--- config.mk ---
export PLATFORM = sky130hd
export DESIGN_NAME = icache_axi_refill_adapter
export DESIGN_NICKNAME = d
export VERILOG_FILES = /design/src/rtl/wt_cache_pkg.sv /design/src/rtl/icache_refill_slot.sv /design/src/rtl/icache_axi_refill_adapter.sv
export SDC_FILE = /design/constraint.sdc
export NUM_CORES = 1
export LEC_CHECK = 0
export BUFFER_PORTS_ARGS = -buffer_cell sky130_fd_sc_hd__buf_2
export CORE_MARGIN = 4
export CORE_UTILIZATION = 55
export DETAILED_ROUTE_END_ITERATION = 7
export GPL_TIMING_DRIVEN = 0
export HOLD_SLACK_MARGIN = 0.1
export PLACE_DENSITY = 0.87
export SETUP_SLACK_MARGIN = 0.5
export SYNTH_ARGS = -nofsm -noshare
export SYNTH_HDL_FRONTEND = slang
export SYNTH_SLANG_ARGS = --single-unit
--- constraint.sdc ---
create_clock -name clk_i -period 2.5 [get_ports clk_i]
set_input_delay 0.25 -clock clk_i [delete_from_list [all_inputs] [get_ports clk_i]]
set_output_delay 0.25 -clock clk_i [all_outputs]
set_load 0.02 [all_outputs]
--- src/rtl/wt_cache_pkg.sv ---
// Shared types for the write-through cache refill path.
//   refill_slot_state_e : per-slot lifecycle FREE -> AR_PEND -> DATA -> DONE
//   refill_slot_t       : reference slot record at the default geometry
//   AXI_RESP_*          : AXI error response encodings
//   resp_is_err()       : true for SLVERR/DECERR
package wt_cache_pkg;

  typedef enum logic [1:0] {
    SLOT_FREE    = 2'd0,
    SLOT_AR_PEND = 2'd1,
    SLOT_DATA    = 2'd2,
    SLOT_DONE    = 2'd3
  } refill_slot_state_e;

  localparam logic [1:0] AXI_RESP_SLVERR = 2'b10;
  localparam logic [1:0] AXI_RESP_DECERR = 2'b11;

  localparam int unsigned REFILL_PLEN_W    = 56;
  localparam int unsigned REFILL_TID_W     = 2;
  localparam int unsigned REFILL_BEATCNT_W = 8;
  localparam int unsigned REFILL_LINE_W    = 128;

  typedef struct packed {
    logic [REFILL_PLEN_W-1:0]    paddr;
    logic                        nc;
    logic [REFILL_TID_W-1:0]     tid;
    logic [REFILL_BEATCNT_W-1:0] beatcnt;
    logic                        err;
    logic [REFILL_LINE_W-1:0]    data;
  } refill_slot_t;

  function automatic logic resp_is_err(input logic [1:0] resp);
    return (resp == AXI_RESP_SLVERR) || (resp == AXI_RESP_DECERR);
  endfunction

endpackage

--- src/rtl/icache_refill_slot.sv ---
// One refill reassembly slot: state machine plus line buffer.
// Ports:
//   alloc_i/paddr_i/nc_i/tid_i : claim a FREE slot and latch the request
//   ar_done_i                  : this slot's AR handshake completed
//   beat_*                     : R beat routed to this slot (only acted on in DATA)
//   ret_i                      : line return handshake for this slot
//   state_o, paddr_o, nc_o, tid_o, err_o, data_o : slot record
module icache_refill_slot
  import wt_cache_pkg::*;
#(
  parameter int unsigned AxiDataWidth = 64,
  parameter int unsigned PlenWidth    = 56,
  parameter int unsigned LineWidth    = 128,
  parameter int unsigned TidWidth     = 2
) (
  input  logic                    clk_i,
  input  logic                    rst_ni,
  input  logic                    clr_i,
  input  logic                    alloc_i,
  input  logic [PlenWidth-1:0]    paddr_i,
  input  logic                    nc_i,
  input  logic [TidWidth-1:0]     tid_i,
  input  logic                    ar_done_i,
  input  logic                    beat_i,
  input  logic [AxiDataWidth-1:0] beat_data_i,
  input  logic                    beat_last_i,
  input  logic                    beat_err_i,
  input  logic                    ret_i,
  output refill_slot_state_e      state_o,
  output logic [PlenWidth-1:0]    paddr_o,
  output logic                    nc_o,
  output logic [TidWidth-1:0]     tid_o,
  output logic                    err_o,
  output logic [LineWidth-1:0]    data_o
);

  localparam int unsigned NumBeats = LineWidth / AxiDataWidth;
  localparam int unsigned BcW      = $clog2(NumBeats + 1);

  refill_slot_state_e   state_q;
  logic [PlenWidth-1:0] paddr_q;
  logic                 nc_q;
  logic [TidWidth-1:0]  tid_q;
  logic [BcW-1:0]       beatcnt_q;
  logic                 err_q;
  logic [LineWidth-1:0] data_q;
  logic                 final_beat;

  assign final_beat = nc_q | (beatcnt_q == BcW'(NumBeats - 1));

  always_ff @(posedge clk_i or negedge rst_ni) begin
    if (!rst_ni) begin
      state_q   <= SLOT_FREE;
      paddr_q   <= '0;
      nc_q      <= 1'b0;
      tid_q     <= '0;
      beatcnt_q <= '0;
      err_q     <= 1'b0;
      data_q    <= '0;
    end else if (clr_i) begin
      state_q   <= SLOT_FREE;
      paddr_q   <= '0;
      nc_q      <= 1'b0;
      tid_q     <= '0;
      beatcnt_q <= '0;
      err_q     <= 1'b0;
      data_q    <= '0;
    end else begin
      case (state_q)
        SLOT_FREE: if (alloc_i) begin
          state_q   <= SLOT_AR_PEND;
          paddr_q   <= paddr_i;
          nc_q      <= nc_i;
          tid_q     <= tid_i;
          beatcnt_q <= '0;
          err_q     <= 1'b0;
          // Cleared up front so nc fills and truncated bursts leave zeros.
          data_q    <= '0;
        end
        SLOT_AR_PEND: if (ar_done_i) state_q <= SLOT_DATA;
        SLOT_DATA: if (beat_i) begin
          if (nc_q) begin
            data_q <= LineWidth'(beat_data_i);
          end else begin
            for (int unsigned b = 0; b < NumBeats; b++) begin
              if (beatcnt_q == BcW'(b)) data_q[b*AxiDataWidth +: AxiDataWidth] <= beat_data_i;
            end
          end
          beatcnt_q <= beatcnt_q + 1'b1;
          if (beat_err_i) err_q <= 1'b1;
          if (final_beat) begin
            state_q <= SLOT_DONE;
          end else if (beat_last_i) begin
            // Burst truncated by the interconnect: line is incomplete.
            state_q <= SLOT_DONE;
            err_q   <= 1'b1;
          end
        end
        SLOT_DONE: if (ret_i) state_q <= SLOT_FREE;
        default: state_q <= SLOT_FREE;
      endcase
    end
  end

  assign state_o = state_q;
  assign paddr_o = paddr_q;
  assign nc_o    = nc_q;
  assign tid_o   = tid_q;
  assign err_o   = err_q;
  assign data_o  = data_q;

endmodule

--- src/rtl/icache_axi_refill_adapter.sv ---
// I-cache refill engine: turns line-fill / non-cacheable fetch requests into
// AXI read bursts and reassembles R beats into full lines, with up to
// NumOutstanding bursts in flight (AXI ID = slot index).
// Ports: req_* (request in), ar_* (AXI AR out), r_* (AXI R in),
//        rtrn_* (line return out), proto_err_o (sticky stray-beat flag),
//        burst_cnt_o / err_cnt_o (perf counters).
// Optional: define ICACHE_REFILL_PERF_CNT_EN to build the saturating perf
// counters; otherwise burst_cnt_o/err_cnt_o are tied to zero.
module icache_axi_refill_adapter
  import wt_cache_pkg::*;
#(
  parameter int unsigned AxiDataWidth   = 64,
  parameter int unsigned AxiAddrWidth   = 64,
  parameter int unsigned AxiIdWidth     = 4,
  parameter int unsigned PlenWidth      = 56,
  parameter int unsigned LineWidth      = 128,
  parameter int unsigned TidWidth       = 2,
  parameter int unsigned NumOutstanding = 2
) (
  input  logic                    clk_i,
  input  logic                    rst_ni,
  input  logic                    clr_i,
  input  logic                    req_valid_i,
  output logic                    req_ready_o,
  input  logic [PlenWidth-1:0]    req_paddr_i,
  input  logic                    req_nc_i,
  input  logic [TidWidth-1:0]     req_tid_i,
  output logic                    ar_valid_o,
  input  logic                    ar_ready_i,
  output logic [AxiAddrWidth-1:0] ar_addr_o,
  output logic [7:0]              ar_len_o,
  output logic [2:0]              ar_size_o,
  output logic [AxiIdWidth-1:0]   ar_id_o,
  input  logic                    r_valid_i,
  output logic                    r_ready_o,
  input  logic [AxiDataWidth-1:0] r_data_i,
  input  logic [AxiIdWidth-1:0]   r_id_i,
  input  logic                    r_last_i,
  input  logic [1:0]              r_resp_i,
  output logic                    rtrn_valid_o,
  input  logic                    rtrn_ready_i,
  output logic [LineWidth-1:0]    rtrn_data_o,
  output logic [TidWidth-1:0]     rtrn_tid_o,
  output logic                    rtrn_err_o,
  output logic                    proto_err_o,
  output logic [31:0]             burst_cnt_o,
  output logic [31:0]             err_cnt_o
);

  localparam int unsigned IdxW = (NumOutstanding > 1) ? $clog2(NumOutstanding) : 1;
  localparam logic [AxiAddrWidth-1:0] LineMask = AxiAddrWidth'(LineWidth / 8 - 1);
  localparam logic [AxiAddrWidth-1:0] BeatMask = AxiAddrWidth'(AxiDataWidth / 8 - 1);
  localparam logic [7:0]              LineLen  = 8'(LineWidth / AxiDataWidth - 1);
  localparam logic [2:0]              ArSize   = 3'($clog2(AxiDataWidth / 8));

  refill_slot_state_e   slot_state [NumOutstanding];
  logic [PlenWidth-1:0] slot_paddr [NumOutstanding];
  logic [TidWidth-1:0]  slot_tid   [NumOutstanding];
  logic [LineWidth-1:0] slot_data  [NumOutstanding];
  logic [NumOutstanding-1:0] slot_nc, slot_err;
  logic [NumOutstanding-1:0] slot_alloc, slot_ar_done, slot_beat, slot_ret;

  logic                    ar_valid_q;
  logic [IdxW-1:0]         ar_id_q;
  logic                    rtrn_valid_q;
  logic [IdxW-1:0]         rtrn_slot_q;
  logic [IdxW-1:0]         rr_last_q;
  logic                    any_free, accept, ar_hs, stray, beat_err;
  logic [IdxW-1:0]         alloc_idx;
  logic                    gnt_valid;
  logic [IdxW-1:0]         gnt_idx;
  logic [AxiAddrWidth-1:0] ar_paddr;

  // Lowest-index FREE slot; based on registered state, so a slot released
  // this cycle only becomes visible next cycle.
  always_comb begin
    any_free  = 1'b0;
    alloc_idx = '0;
    for (int unsigned i = NumOutstanding; i > 0; i--) begin
      if (slot_state[i-1] == SLOT_FREE) begin
        any_free  = 1'b1;
        alloc_idx = IdxW'(i - 1);
      end
    end
  end

  assign req_ready_o = any_free & ~ar_valid_q;
  assign accept      = req_valid_i & req_ready_o;
  assign ar_hs       = ar_valid_q & ar_ready_i;
  assign beat_err    = resp_is_err(r_resp_i);
  assign r_ready_o   = 1'b1;

  always_comb begin
    for (int unsigned i = 0; i < NumOutstanding; i++) begin
      slot_alloc[i]   = accept & (alloc_idx == IdxW'(i));
      slot_ar_done[i] = ar_hs & (ar_id_q == IdxW'(i));
      slot_beat[i]    = r_valid_i & (r_id_i == AxiIdWidth'(i)) & (slot_state[i] == SLOT_DATA);
      slot_ret[i]     = rtrn_valid_q & rtrn_ready_i & (rtrn_slot_q == IdxW'(i));
    end
  end

  assign stray = r_valid_i & ~(|slot_beat);

  for (genvar g = 0; g < NumOutstanding; g++) begin : gen_slot
    icache_refill_slot #(
      .AxiDataWidth(AxiDataWidth),
      .PlenWidth   (PlenWidth),
      .LineWidth   (LineWidth),
      .TidWidth    (TidWidth)
    ) u_slot (
      .clk_i      (clk_i),
      .rst_ni     (rst_ni),
      .clr_i      (clr_i),
      .alloc_i    (slot_alloc[g]),
      .paddr_i    (req_paddr_i),
      .nc_i       (req_nc_i),
      .tid_i      (req_tid_i),
      .ar_done_i  (slot_ar_done[g]),
      .beat_i     (slot_beat[g]),
      .beat_data_i(r_data_i),
      .beat_last_i(r_last_i),
      .beat_err_i (beat_err),
      .ret_i      (slot_ret[g]),
      .state_o    (slot_state[g]),
      .paddr_o    (slot_paddr[g]),
      .nc_o       (slot_nc[g]),
      .tid_o      (slot_tid[g]),
      .err_o      (slot_err[g]),
      .data_o     (slot_data[g])
    );
  end

  // AR fields come straight from the pending slot's latched record, so they
  // stay stable for as long as ar_valid_o is held.
  always_comb begin
    ar_paddr                  = '0;
    ar_paddr[PlenWidth-1:0]   = slot_paddr[ar_id_q];
    ar_addr_o                 = '0;
    ar_len_o                  = '0;
    ar_size_o                 = '0;
    if (ar_valid_q) begin
      ar_size_o = ArSize;
      if (slot_nc[ar_id_q]) begin
        ar_addr_o = ar_paddr & ~BeatMask;
      end else begin
        ar_addr_o = ar_paddr & ~LineMask;
        ar_len_o  = LineLen;
      end
    end
  end

  assign ar_valid_o = ar_valid_q;
  assign ar_id_o    = AxiIdWidth'(ar_id_q);

  // Round-robin over DONE slots, starting after the last granted index.
  always_comb begin
    gnt_valid = 1'b0;
    gnt_idx   = '0;
    for (int unsigned k = 1; k <= NumOutstanding; k++) begin
      if (!gnt_valid && slot_state[(32'(rr_last_q) + k) % NumOutstanding] == SLOT_DONE) begin
        gnt_valid = 1'b1;
        gnt_idx   = IdxW'((32'(rr_last_q) + k) % NumOutstanding);
      end
    end
  end

  always_ff @(posedge clk_i or negedge rst_ni) begin
    if (!rst_ni) begin
      ar_valid_q   <= 1'b0;
      ar_id_q      <= '0;
      rtrn_valid_q <= 1'b0;
      rtrn_slot_q  <= '0;
      rr_last_q    <= IdxW'(NumOutstanding - 1);
      rtrn_data_o  <= '0;
      rtrn_tid_o   <= '0;
      rtrn_err_o   <= 1'b0;
      proto_err_o  <= 1'b0;
    end else if (clr_i) begin
      ar_valid_q   <= 1'b0;
      ar_id_q      <= '0;
      rtrn_valid_q <= 1'b0;
      rtrn_slot_q  <= '0;
      rr_last_q    <= IdxW'(NumOutstanding - 1);
      rtrn_data_o  <= '0;
      rtrn_tid_o   <= '0;
      rtrn_err_o   <= 1'b0;
      proto_err_o  <= 1'b0;
    end else begin
      if (accept) begin
        ar_valid_q <= 1'b1;
        ar_id_q    <= alloc_idx;
      end else if (ar_hs) begin
        ar_valid_q <= 1'b0;
      end
      if (stray) proto_err_o <= 1'b1;
      // The presented slot stays DONE until its handshake, so new grants are
      // only taken while the return register is empty.
      if (rtrn_valid_q) begin
        if (rtrn_ready_i) rtrn_valid_q <= 1'b0;
      end else if (gnt_valid) begin
        rtrn_valid_q <= 1'b1;
        rtrn_slot_q  <= gnt_idx;
        rr_last_q    <= gnt_idx;
        rtrn_data_o  <= slot_data[gnt_idx];
        rtrn_tid_o   <= slot_tid[gnt_idx];
        rtrn_err_o   <= slot_err[gnt_idx];
      end
    end
  end

  assign rtrn_valid_o = rtrn_valid_q;

`ifdef ICACHE_REFILL_PERF_CNT_EN
  logic [31:0] burst_cnt_q, err_cnt_q;
  always_ff @(posedge clk_i or negedge rst_ni) begin
    if (!rst_ni) begin
      burst_cnt_q <= '0;
      err_cnt_q   <= '0;
    end else if (clr_i) begin
      burst_cnt_q <= '0;
      err_cnt_q   <= '0;
    end else begin
      if (ar_hs && burst_cnt_q != '1) burst_cnt_q <= burst_cnt_q + 32'd1;
      if (r_valid_i && beat_err && err_cnt_q != '1) err_cnt_q <= err_cnt_q + 32'd1;
    end
  end
  assign burst_cnt_o = burst_cnt_q;
  assign err_cnt_o   = err_cnt_q;
`else
  assign burst_cnt_o = '0;
  assign err_cnt_o   = '0;
`endif

endmodule
-- After elaboration in Yosys (flattened, before gate mapping)
Index checks and enable logic that the tools add are counted.
- memories: 0
- bits in latches: 0
- bits in writable memories: 0
- input port bits: 137
- output and inout bits: 279
- register bits after elaboration: 521
- ROM bits: 0
- order comparisons: 6
- bitwise operators: 26
- add/subtract/negate cells: 4
- eq/ne operators: 28
- shifts and indexed selects: 0
- reductions and logical operators: 30
- multiplexer cells: 124
- div/mod/pow operators: 0
- multiply operators: 0
- operators by type and width (operator ; count):
    $mux 128 ; 14
    $mux 56 ; 10
    $pmux 128 s2 ; 2
    $mux 64 ; 4
    $mux 2 ; 38
    $ge 33x2->1 const B ; 2
    $not 1->33 ; 2
    $mux 1 ; 49
    $ne 3x2->1 const B ; 8
    $eq 2x2->1 const B ; 8
    $ne 4x2->1 const B ; 4
    $pmux 2 s4 ; 2
    $reduce_and 4->1 ; 4
    $and 1x1->1 ; 15
    $reduce_bool 2->1 ; 7
    $reduce_and 5->1 ; 2
    $reduce_bool 3->1 ; 3
    $eq 2x1->1 const B ; 4
    $logic_not 2->1 ; 4
    $ne 4x3->1 const B ; 2
    $pmux 2 s2 ; 2
    $reduce_and 2->1 ; 3
    $reduce_and 3->1 ; 2
    $not 1->1 ; 5
    15 further kinds ; 22

-- Logic depth before layout (Yosys ltp)
- depth after elaboration: 17
- mapped depth: 9

-- By module
A second synthesis with hierarchy kept.
- cells, all modules: 2211
- area total of the unflattened synthesis: 23775.3 µm²
- by module, submodules not included (module ; seq. area each (µm²) ; area each (µm²) ; cells an instance ; instances):
    icache_refill_slot ; 4804.6 ; 7485.9 ; 589 ; 2
    icache_axi_refill_adapter ; 3429.5 ; 8803.4 ; 1033 ; 1

-- Least setup slack after synthesis
No wires, ideal clock.
- kind: flip-flop to flip-flop
- start: register gen_slot[0].u_slot.state_q[0]
- end: register gen_slot[1].u_slot.data_q[100]
- data required time: 2421 ps
- cell stages (with the launch flop): 9
- arrival: 1892 ps
- clock period less this slack: 1971 ps
- buffers on the path: 3
- library setup time: 79 ps
- path slack: 529 ps
- path through: dfrtp_1 inv_1 ha_1 buf_4 o211a_1 a211oi_2 buf_6 buf_12 mux2i_1
- longest elaborated chain between the ends: 7
- RTL lines (what ; line ; RTL):
    from (decl) ; icache_refill_slot.sv:40 ; refill_slot_state_e state_q;
    from (signal assigned) ; icache_refill_slot.sv:53 ; state_q <= SLOT_FREE;
    from (signal assigned) ; icache_refill_slot.sv:61 ; state_q <= SLOT_FREE;
    from (signal assigned) ; icache_refill_slot.sv:71 ; state_q <= SLOT_AR_PEND;
    $logic_not 2->1 * ; icache_axi_refill_adapter.sv:80 ; if (slot_state[i-1] == SLOT_FREE) begin
    $mux 1 ; icache_axi_refill_adapter.sv:80 ;
    $and 1x1->1 ; icache_axi_refill_adapter.sv:87 ; assign req_ready_o = any_free & ~ar_valid_q;
    $and 1x1->1 ; icache_axi_refill_adapter.sv:88 ; assign accept = req_valid_i & req_ready_o;
    $and 1x1->1 * ; icache_axi_refill_adapter.sv:95 ; slot_alloc[i] = accept & (alloc_idx == IdxW'(i));
    $ne 3x2->1 (no source line) * ; -- ;
    $reduce_and 4->1 (no source line) * ; -- ;
    to (signal assigned) ; icache_refill_slot.sv:83 ; data_q <= LineWidth'(beat_data_i);
    to (signal, indexed assignment) ; icache_refill_slot.sv:86 ; if (beatcnt_q == BcW'(b)) data_q[b*AxiDataWidth +: AxiDataWidth] <= beat_data_i;
    to (decl) ; icache_refill_slot.sv:46 ; logic [LineWidth-1:0] data_q;
Mark *: on every way between the ends. The rest lies on a longest branch, timed or not.
A chain may end at the register's enable or synchronous reset.

-- Final worst setup path
- start: register gen_slot[0].u_slot.state_q[0]
- end: register gen_slot[0].u_slot.state_q[0]
- longest elaborated chain between the ends: 7
- RTL lines (what ; line):
    $logic_not 2->1 ; icache_refill_slot.sv:69, icache_axi_refill_adapter.sv:80
    $mux 1 ; icache_axi_refill_adapter.sv:80
    $and 1x1->1 ; icache_axi_refill_adapter.sv:87
    $and 1x1->1 ; icache_axi_refill_adapter.sv:88
    $and 1x1->1 ; icache_axi_refill_adapter.sv:95
    $ne 3x2->1 (no source line) ; --
    $reduce_and 5->1 (no source line) ; --
Parallel ways exist; a longest one is shown, timed or not.

==> results.yml <==
placement:
  gp_congestion: 0.880
  portBuffers: 323
  dp.cells: 3252
  dp_hpwl_mm: 48.1
global_route:
  grt_pass1_wl_mm: 115
  grt_pass1_vias: 20800
  grt_overflow: 0
  grtUsageTotal_pct: 30.8
  grt_max_degree: 125
  antenna_found_initial: 4
critical_path:
  r2r_end: "gen_slot[0].u_slot.state_o[0]$_DFFE_PN0P_"
  start_kind: "flop"
  r2r_cells: 7
  crit_fanout: 5
  regToRegStartpoint: "gen_slot[0].u_slot.state_o[0]$_DFFE_PN0P_"
  cp.required_ns: 2.99
  path_common_cell: "buf_4"
  worst_path_largest_cell_delay_ns: 0.49
  crit_slowest_cell: "dfrtp_2"
  crit_type: "reg2reg"
  critical_path.endpoint_type: "flop"
  regToRegSetupSlack_ns: 0.20
  worstPathCellList: "buf_4, buf_4, buf_4, ha_1, a222oi_1, a21boi_2, mux2_4"
  critPathArrivalTime_ns: 2.79
synthesis:
  ys_ff_latch: 515
  ys_types: 52
  yosys-top-cells-count: "dfrtp_1 (514), nand2_1 (397), mux2i_1 (314), inv_1 (269), a22o_1 (167)"
  yosys.area.top_type: "dfrtp_1"
  syn_avg_cell_area_um2: 10.6
  yosys_warnings: 0
  synth-edff-count: 0
  ys_seq_area_share_pct: 53.7
  synth-main-ff-cell: "dfrtp_1"
  synth_most_common_cell: "dfrtp_1"
  synth_async_sr_flop_share_pct: 100
  synth_top_area_share_pct: 53.6
  ys_top_cells_by_area: "dfrtp_1 (54%), mux2i_1 (13%), nand2_1 (6.2%)"
  netlist_area_mm2: 0.0240
  syn-instance-count: 2255
clock_network:
  cts-root-buf: "clkbuf_16"
  clk_pin_slew_ns: 0.08
  clock_sinks: 515
  numCtsBuffers: 53
  cts_tree: "done"
  clkLatencyLatePin_ns: 0.61
  cts_max_level: 2
  cts_max_path_buffers: 3
timing:
  worst_pin_slew_ns: 0.781
  finalHoldViolations: 0
  relSlewSlack_pct: 47.9
  fmax_mhz: 435
  finalCriticalPeriod_ns: 2.30
  fin_skew_ns: 0.0350
  rsz0062_at_grt: "true"
  slew_violations: 0
  setup_viol: 0
  period_share_pct: 91.9
  finalSetupTns_ns: 0
cells_and_area:
  fill_cells: 2521
  regArea_mm2: 0.0129
  instances_no_fill: 3561
  multi_input_area_mm2: 0.00926
  fin_nets: 3078
  area_delta_synth_final_pct: 34.0
  drive_gt1_share_pct: 27.0
pwr:
  p_per_area_mw_per_mm2: 889
  leakagePower_nw: 16.9
  irDropWorstVdd_mv: 0.566
die:
  initial_core_util_pct: 55.7
  rows: 76
  coreArea_mm2: 0.0431
  die_h_um: 217
  dieWidth_um: 217
  pin_count: 416
  dieArea_mm2: 0.0471
detailed_routing:
  ant_nets: 0
  routed_via_density: 5.76
  drt-initial-drc-count: 2449
  dr.pass1.iters: 6
  vias: 20500
  wl_mm: 81.0
  drcViolationCount: 0
  wl_per_cell_um: 22.7
hold_path:
  hold_depth: 4
  min_path_type: "in2reg"
  whs_endpoint: "gen_slot[1].u_slot.err_o$_DFFE_PN0P_"
  hp-start: "r_last_i"
outcome:
  outcome: "complete, no violations"
run:
  cap_violations: 0
==> logic make-up after synthesis <==
group	after synthesis	share of synthesized area, %
flops	515	53.7
mux	315	13.1
fa+ha+maj	13	0.677
other cells	2	0.0313
simple gates	495	8.79
compound gates	407	12.9
buf+inv	508	10.8
==> per-layer routing <==
metal  track usage (%)  wire length [um]
met5                 0                 0
met4              15.8              5030
met3              7.90              7860
met2              50.5             38500
met1              38.0             29600
==> cells in the final DEF (no fill, tap or decap), types with 4 or more instances in the layout <==
cell,n
dfrtp_2,6
buf_8,7
bufinv_16,7
ha_1,9
clkbuf_16,75
nor2b_1,51
a22o_1,167
nor2_1,8
buf_16,8
buf_6,30
clkbuf_1,20
mux2i_1,283
clkbuf_2,36
mux2i_4,8
buf_12,38
buf_4,176
dfrtp_1,508
diode_2,6
a21oi_1,61
a22oi_1,21
a21o_1,111
nand3_1,4
conb_1,87
mux2i_2,23
clkbuf_4,17
nor2b_2,5
nand2_1,397
inv_1,265
buf_2,298
dlygate4sd3_1,125
clkinv_2,12
clkbuf_8,15
o21ai_0,24
ha_4,4
==> flip-flops by register name, summed over array words and instances, names as in the netlist <==
name	count
gen_slot.u_slot.data_o	256
rtrn_data_o	128
gen_slot.u_slot.paddr_o	106
gen_slot.u_slot.beatcnt_q	4
gen_slot.u_slot.state_o	4
gen_slot.u_slot.tid_o	4
gen_slot.u_slot.err_o	2
gen_slot.u_slot.nc_o	2
rtrn_tid_o	2
ar_id_q	1
ar_valid_o	1
proto_err_o	1
rr_last_q	1
rtrn_err_o	1
rtrn_slot_q	1
rtrn_valid_o	1
==> critical path: cells and delay by family (launching register included) <==
kind / cells / cell delay (ns)
muxes: 1 / 0.32
adders and majority gates: 1 / 0.19
buffers and inverters: 3 / 0.42
DFF: 1 / 0.49
AOI/OAI and AO/OA: 2 / 0.75
==> per-stage QoR <==
step	util [%]	setup slack [ns]	hold WS, ns	cell area, um^2	total power [mW]
after floorplan	-	0.529	-0.0456	24300	14.7
after global placement	61.9	-8.78	0.455	26700	16.5
after detailed placement	62.2	-0.240	0.360	26800	16.7
after CTS	71.5	0.372	0.105	30800	26.4
after global routing	74.7	0.170	0.148	32200	29.4
final	74.7	0.203	0.144	32200	28.6
==> area by class of cell <==
class                           instances  area share, %
Clock inverter                         21          0.914
Clock buffer                           76           4.86
Timing Repair Buffer                  533           13.1
Antenna cell                            6         0.0467
Tap cell                              585           2.27
Sequential cell                       515           40.1
Buffer                                238           6.77
Multi-Input combinational cell       1317           28.8
Inverter                              270           3.17
==> power breakdown <==
group / switching (mW) / internal [mW] / total [mW]
registers: 0.649 / 9.23 / 9.88
clock network: 3.45 / 5.06 / 8.51
logic: 5.21 / 4.99 / 10.2
total: 9.31 / 19.3 / 28.6
==> worst max-delay path by stage <==
| stage | startpoint | end | slack [ns] | depth (start not counted) |
|---|---|---|---|---|
| after global routing | ar_id_q$_DFFE_PN0P_ | ar_addr_o[51] | 0.17 | 5 |
| after detailed placement | gen_slot[1].u_slot.state_o[0]$_DFFE_PN0P_ | gen_slot[1].u_slot.data_o[6]$_DFFE_PN0P_ | -0.24 | 7 |
| final | gen_slot[0].u_slot.state_o[0]$_DFFE_PN0P_ | gen_slot[0].u_slot.state_o[0]$_DFFE_PN0P_ | 0.20 | 7 |
| after CTS | ar_id_q$_DFFE_PN0P_ | ar_len_o[0] | 0.37 | 5 |
| after floorplan | gen_slot[0].u_slot.state_o[0]$_DFFE_PN0P_ | gen_slot[1].u_slot.data_o[100]$_DFFE_PN0P_ | 0.53 | 8 |
| after global placement | rst_ni | gen_slot[0].u_slot.paddr_o[40]$_DFFE_PN0P_ | -8.78 | 1 |
==> what timing repair did <==
item                       CTS  global route
gates cloned                 6            22
pin swaps                    7             7
gates resized for setup    155           256
hold endpoints to repair   473             0
setup endpoints to repair  556           545
setup buffers               33            20
hold buffers               125             0
No activity file was read; power rests on OpenSTA's default activity.
